File: src/rtl/output_port_fifo.sv
// output_port_fifo: CPU output-port write queue drained over a valid/ready
// handshake. data_out keeps the last consumed word for legacy displays/LEDs.
module output_port_fifo #(
   parameter int WIDTH = 16,
   parameter int DEPTH = 4,
   localparam int PW   = $clog2(DEPTH)
) (
   input  logic             clock,
   input  logic             reset_n,
   input  logic [WIDTH-1:0] data_in,
   input  logic             outputWrite,
   input  logic             clearOverflow,
   output logic [WIDTH-1:0] out_data,
   output logic             out_valid,
   input  logic             out_ready,
   output logic [WIDTH-1:0] data_out,
   output logic [PW:0]      count,
   output logic             full,
   output logic             empty,
   output logic             overflow
);

   logic [WIDTH-1:0] r_mem [DEPTH];
   logic [PW-1:0]    r_wr_ptr;
   logic [PW-1:0]    r_rd_ptr;
   logic [PW:0]      r_count;
   logic [WIDTH-1:0] r_data_out;
   logic             r_overflow;

   logic w_full;
   logic w_empty;
   logic w_pop;
   logic w_push;
   logic w_drop;

   // Status flags come only from the count register, never from outputWrite.
   // A pop frees a slot in the same cycle, so a full FIFO can still accept.
   always_comb begin
      w_full  = (r_count == (PW+1)'(DEPTH));
      w_empty = (r_count == '0);
      w_pop   = !w_empty && out_ready;
      w_push  = outputWrite && (!w_full || w_pop);
      w_drop  = outputWrite && w_full && !w_pop;
   end

   // Storage array is deliberately left unreset.
   always_ff @(posedge clock) begin
      if (w_push) r_mem[r_wr_ptr] <= data_in;
   end

   // Pointers, occupancy, last-popped word and sticky overflow.
   always_ff @(posedge clock) begin
      if (!reset_n) begin
         r_wr_ptr   <= '0;
         r_rd_ptr   <= '0;
         r_count    <= '0;
         r_data_out <= '0;
         r_overflow <= 1'b0;
      end else begin
         if (w_push) r_wr_ptr <= r_wr_ptr + PW'(1);
         if (w_pop) begin
            r_rd_ptr   <= r_rd_ptr + PW'(1);
            r_data_out <= r_mem[r_rd_ptr];
         end
         if (w_push && !w_pop)      r_count <= r_count + (PW+1)'(1);
         else if (w_pop && !w_push) r_count <= r_count - (PW+1)'(1);
         // A drop in the same cycle as a clear leaves the flag set.
         if (w_drop)             r_overflow <= 1'b1;
         else if (clearOverflow) r_overflow <= 1'b0;
      end
   end

   assign out_data  = r_mem[r_rd_ptr];
   assign out_valid = !w_empty;
   assign data_out  = r_data_out;
   assign count     = r_count;
   assign full      = w_full;
   assign empty     = w_empty;
   assign overflow  = r_overflow;

endmodule

File: config.mk
export PLATFORM = sky130hd
export DESIGN_NAME = output_port_fifo
export DESIGN_NICKNAME = d
export VERILOG_FILES = /design/src/rtl/output_port_fifo.sv
export SDC_FILE = /design/constraint.sdc
export NUM_CORES = 1
export LEC_CHECK = 0
export CORE_MARGIN = 1.5
export CORE_UTILIZATION = 45
export CTS_CLUSTER_SIZE = 14
export DETAILED_ROUTE_END_ITERATION = 7
export PLACE_DENSITY_LB_ADDON = 0.1
export SYNTH_ARGS = -nofsm -noshare
export SYNTH_HDL_FRONTEND = slang
export SYNTH_SLANG_ARGS = --single-unit
File: constraint.sdc
create_clock -name clock -period 2.65 [get_ports clock]
set_input_delay 0.53 -clock clock [delete_from_list [all_inputs] [get_ports clock]]
set_output_delay 0.53 -clock clock [all_outputs]
set_load 0.01 [all_outputs]
# ---- Word-level counts from Yosys, hierarchy flattened
# Memory sizes are Yosys's and may differ from the RTL's. A register that Yosys moved wholly into a read port is not among the register bits.
# Index checks and enable logic that the tools add are counted.
dict set report word_totals {
  reg_bits 24
  ramBits 64
  output_inout_bits 39
  mem_count 1
}
dict set report classes {
  n_addsub 4
  n_eq_ne 1
  muxes 8
  n_reduce_logical 14
}
# name words word_bits read_ports rd_ports_with_merged_regs wr line
set mem_list {}
lappend mem_list {r_mem 4 16 1 1 1 23} ;# logic [WIDTH-1:0] r_mem [DEPTH];
# op count
set op_table {}
lappend op_table {{$logic_and 1x1->1} 6}
lappend op_table {{$mux 3} 2}
lappend op_table {{$add 2x1->2 const B} 2}
lappend op_table {{$logic_not 1->1} 4}
lappend op_table {{$mux 1} 4}
lappend op_table {{$mux 2} 2}
lappend op_table {{$reduce_bool 2->1} 2}
lappend op_table {{$add 3x1->3 const B} 1}
lappend op_table {{$eq 3x3->1 const B} 1}
lappend op_table {{$logic_not 3->1} 1}
lappend op_table {{$sub 3x1->3 const B} 1}
lappend op_table {{$logic_or 1x1->1} 1}

# ---- Depth between registers and ports, before layout
# Gate-level depths: netlist of run 1.
dict set report depth {
  depth_word 9
  mapped_depth 9
}

# ---- Worst setup path after synthesis of run 1
# OpenSTA, ideal clock, no wires.
dict set report synth_path {
  kind {register to register}
  startpoint {register r_count[0] (netlist: count[0])}
  endpoint {register r_count[2] (netlist: count[2])}
  setup_time_ns 0.070
  arrival_ns 2.142
  required_time_ns 2.580
  slack_ns 0.438
  stages_incl_launch_ff 10
  path_buffers 1
  synth_period_minus_slack_ns 2.212
  cell_sequence {dfxtp_1 nor4b_1 nor2b_1 clkbuf_1 ha_1 inv_1 fa_1 xor2_1 or3_1 a21oi_1}
}
dict set report synth_via {
  elab_chain_len 8
  word_cells_on_any_way 16
}
# element line
set synth_rtl {}
lappend synth_rtl {{start, declared} 26} ;# logic [PW:0] r_count;
lappend synth_rtl {{start signal, assigned} 65} ;# if (w_push && !w_pop) r_count <= r_count + (PW+1)'(1);
lappend synth_rtl {{start signal, assigned} 66} ;# else if (w_pop && !w_push) r_count <= r_count - (PW+1)'(1);
lappend synth_rtl {{$logic_not 3->1} 40} ;# w_empty = (r_count == '0);
lappend synth_rtl {{$logic_not 1->1} 41} ;# w_pop = !w_empty && out_ready;
lappend synth_rtl {{$logic_and 1x1->1} 41}
lappend synth_rtl {{$logic_or 1x1->1 *} 42} ;# w_push = outputWrite && (!w_full || w_pop);
lappend synth_rtl {{$logic_and 1x1->1 *} 42}
lappend synth_rtl {{named net w_push} 33} ;# logic w_push;
lappend synth_rtl {{$logic_not 1->1} 66}
lappend synth_rtl {{$logic_and 1x1->1} 66}
lappend synth_rtl {{$reduce_bool 2->1 (no line)} n/a}
# The timed path passes the listed nets; every way through them passes the cells marked *. The select of a mux whose other input is x is not followed.
# A chain may end at the register's enable or synchronous reset.

==> results.sh, run 1 <==
export IMPL_gp_congestion=0.6863
export IMPL_antenna_found_initial=0
export IMPL_core_region_area_um2=7214
export IMPL_top_usage_layer="met2"
export IMPL_worstPathArrival_ps=2010
export IMPL_routedWlPerCell_um=17.47
export IMPL_fill_cells=547
export IMPL_ant_nets=0
export IMPL_cpPeakStageDelay_ps=610
export IMPL_final_cells=347
export IMPL_finalHoldViolations=0
export IMPL_synth_top_flop_cell="edfxtp_1"
export IMPL_finalCoreUtilization_pct=59.11
export IMPL_firstDrtPassIters=4
export IMPL_synth_top_area_share_pct=57.31
export IMPL_h_tree_depth=3
export IMPL_grt_use_total_pct=16.61
export IMPL_first_global_vias=1851
export IMPL_insertion_delay_ps=350
export IMPL_crit_family="buffers and inverters"
export IMPL_grt_overflow=0
export IMPL_tns_ps=0
export IMPL_hold_class="flop to flop"
export IMPL_cts_tree="yes"
export IMPL_end_kind="primary output"
export IMPL_yosysTopAreaCell="edfxtp_1"
export IMPL_syn_num_nets=201
export IMPL_path_max_fanout=10
export IMPL_syn_instance_count=174
export IMPL_drive_gt1_share_pct=15.32
export IMPL_grt_max_degree=17
export IMPL_ys_top_cells_by_area="edfxtp_1 (57%), dfxtp_1 (16%), mux4_2 (8.7%), a22o_1 (4.2%), mux4_1 (2.4%)"
export IMPL_drc_errors=0
export IMPL_period_needed_ps=2544
export IMPL_place_inst=331
export IMPL_cp_buffers_inverters=2
export IMPL_max_cap_viol_count=0
export IMPL_worstPathRequired_ps=2120
export IMPL_slew_viol_final=0
export IMPL_area_growth_pct=27.16
export IMPL_netlist_area_um2=3353
export IMPL_grtUsageMet3_pct=4.340
export IMPL_grt_pass1_wl_um=9287
export IMPL_via_per_inst=5.107
export IMPL_synth_seq_area_share_pct=72.84
export IMPL_synth_enable_flop_cells=64
export IMPL_yosys_warnings=0
export IMPL_layout_area_seq_um2=2442
export IMPL_crit_slowest_cell="mux4_1"
export IMPL_rsz0062_at_grt="false"
export IMPL_setup_worst_path_class="flop to primary output"
export IMPL_path_cells="buf_6 > mux4_1 > clkdlybuf4s50_1"
export IMPL_initial_utilization_pct=46.48
export IMPL_rows=31
export IMPL_drt_iter0_markers=65
export IMPL_clock_tree_root_cell="clkbuf_8"
export IMPL_n_antenna_cell=0
export IMPL_wl_um=6062
export IMPL_fin_skew_ps=8.410
export IMPL_ys_seq_elements=90
export IMPL_die_area_um2=7978
export IMPL_die_h_um=89.32
export IMPL_multi_input_area_um2=824.5
export IMPL_num_vias=1772
export IMPL_tightest_slew_ps=832.6
export IMPL_synth_distinct_cells=28
export IMPL_outcome="finished, final reports clean"
export IMPL_grtUsageMet1_pct=20.86
export IMPL_io_pins=60
export IMPL_p_leak_uw=0.001451
export IMPL_finalCritPeriodShare_pct=96.02
export IMPL_clkSlewWorstSetupHoldPaths_ps=80
export IMPL_slew_headroom_pct=44.49
export IMPL_peakVddDrop_mv=0.7006
export IMPL_fmax_mhz=393.0
export IMPL_hold_buffers=0
export IMPL_dp_hpwl_um=4192
export IMPL_placed_area_um2=4058
export IMPL_syn_avg_cell_area_um2=19.27
export IMPL_start_kind="flop"
export IMPL_num_nets_final=270
export IMPL_finalSetupViolations=0
export IMPL_synthArstFlopShare_pct=0
export IMPL_cts_path_max_buffers=2
export IMPL_portBuffers=59
export IMPL_die_width_um=89.32
export IMPL_powerDensity_nw_per_um2=951.7
export IMPL_cts_buffers_inserted=9
export IMPL_stdcell_area_um2=4264
export IMPL_cts_sinks=90
export IMPL_use_met2_pct=27.82
## stage by stage
stage	hold slack [ps]	total power [uW]	worst slack (ps)
6_report	479.7	4058	105.6
5_1_grt	497.9	4274	9.590
4_1_cts	484.1	4105	36.07
3_5_place_dp	455.2	3185	35.03
3_3_place_gp	455.0	3149	130.7
2_1_floorplan	467.7	2573	438.3
## cells by family after synthesis
logic type      after synthesis  share of synthesized area [%]
compound gates               22                          5.746
xor+xnor                      4                          1.045
fa+ha+maj                     6                          2.463
buf+inv                      12                          2.574
flops                        90                          72.84
mux                          19                          11.98
simple gates                 21                          3.358
## worst register-to-register path, delay by kind of cell, from the launching register on
kind                       cells  cell delay [ps]
adders and majority gates      2              590
AOI/OAI and AO/OA              1              140
xor gates and xnor gates       1              160
buffers and inverters          1               70
DFF                            1              520
and+or+nand+nor                3              620
## sequential cells by signal, indices dropped and copies added, names as in the netlist, named ones only
signal and count:
r_mem 64, data_out 16, count 3, r_rd_ptr 2
r_wr_ptr 2, overflow 1
## final timing paths
| check | from | endpoint | slack (ps) | cells past startpoint |
|---|---|---|---|---|
| setup reg to reg | count[0]$_SDFFE_PN0P_ | count[2]$_SDFFE_PN0P_ | 490 | 8 |
| setup / recovery | flop | out_data[11] | 110 | 3 |
| hold / removal | data_out[6]$_SDFFE_PN0N_ | data_out[6]$_SDFFE_PN0N_ | 480 | 1 |
| hold reg to reg | data_out[6]$_SDFFE_PN0N_ | data_out[6]$_SDFFE_PN0N_ | 480 | 1 |
## metal layers
metal	up-vias	wire, um
li1	823	-
met1	890	2591
met2	52	3107
met3	7	283
met4	0	80
met5	-	0
## synth_stat cells, types with 2 or more instances
library cell / instances
buf_6: 3
dfxtp_1: 26
nor2b_1: 2
a22o_1: 16
mux2i_1: 3
buf_2: 2
nor2_1: 7
mux4_2: 13
ha_1: 5
mux4_1: 3
and2_1: 4
a21oi_1: 2
edfxtp_1: 64
nand2_1: 4
inv_1: 4
xor2_1: 4
## cell type report
| cell class | instances | share of cell area (%) |
|---|---|---|
| clock buffer | 10 | 3.228 |
| clock inverter | 6 | 1.526 |
| inverter | 5 | 0.4401 |
| multi-input combinational | 72 | 19.34 |
| sequential | 90 | 57.28 |
| tap | 99 | 2.905 |
| timing repair buffer | 65 | 15.29 |
## cells in the final DEF (no fill, tap or decap), drive strengths merged
| cell | count |
|---|---|
| a22o | 16 |
| fa | 1 |
| inv | 6 |
| buf | 6 |
| edfxtp | 64 |
| xor2 | 4 |
| or3 | 2 |
| clkdlybuf4s50 | 59 |
| and2 | 4 |
| nand2 | 4 |
| nor4b | 1 |
| clkinv | 1 |
| bufinv | 1 |
| nor3b | 1 |
| o21ai | 1 |
| o311ai | 1 |
| dfxtp | 26 |
| nor2b | 2 |
| o31ai | 1 |
| a21oi | 3 |
| clkinvlp | 3 |
| nor2 | 7 |
| mux4 | 16 |
| clkbuf | 10 |
| ha | 5 |
| mux2i | 3 |
## power breakdown
part           switching [uW]  total (uW)  internal [uW]
registers                 125        1830           1700
logic                     559        1310            749
clock network             458         920            461
## what timing repair did
item / CTS / global route
endpoints found under the hold margin: 0 / 0
resized for setup: 0 / 1
setup buffers: 0 / 0
setup endpoints to repair: 0 / 3
Power figures use the tool's default switching activity.
==> run 2: changes to the inputs <==
- CTS_CLUSTER_DIAMETER: not set -> 60
==> results of run 2 <==
Final layout, timing and power as in run 1 (identical DEF).
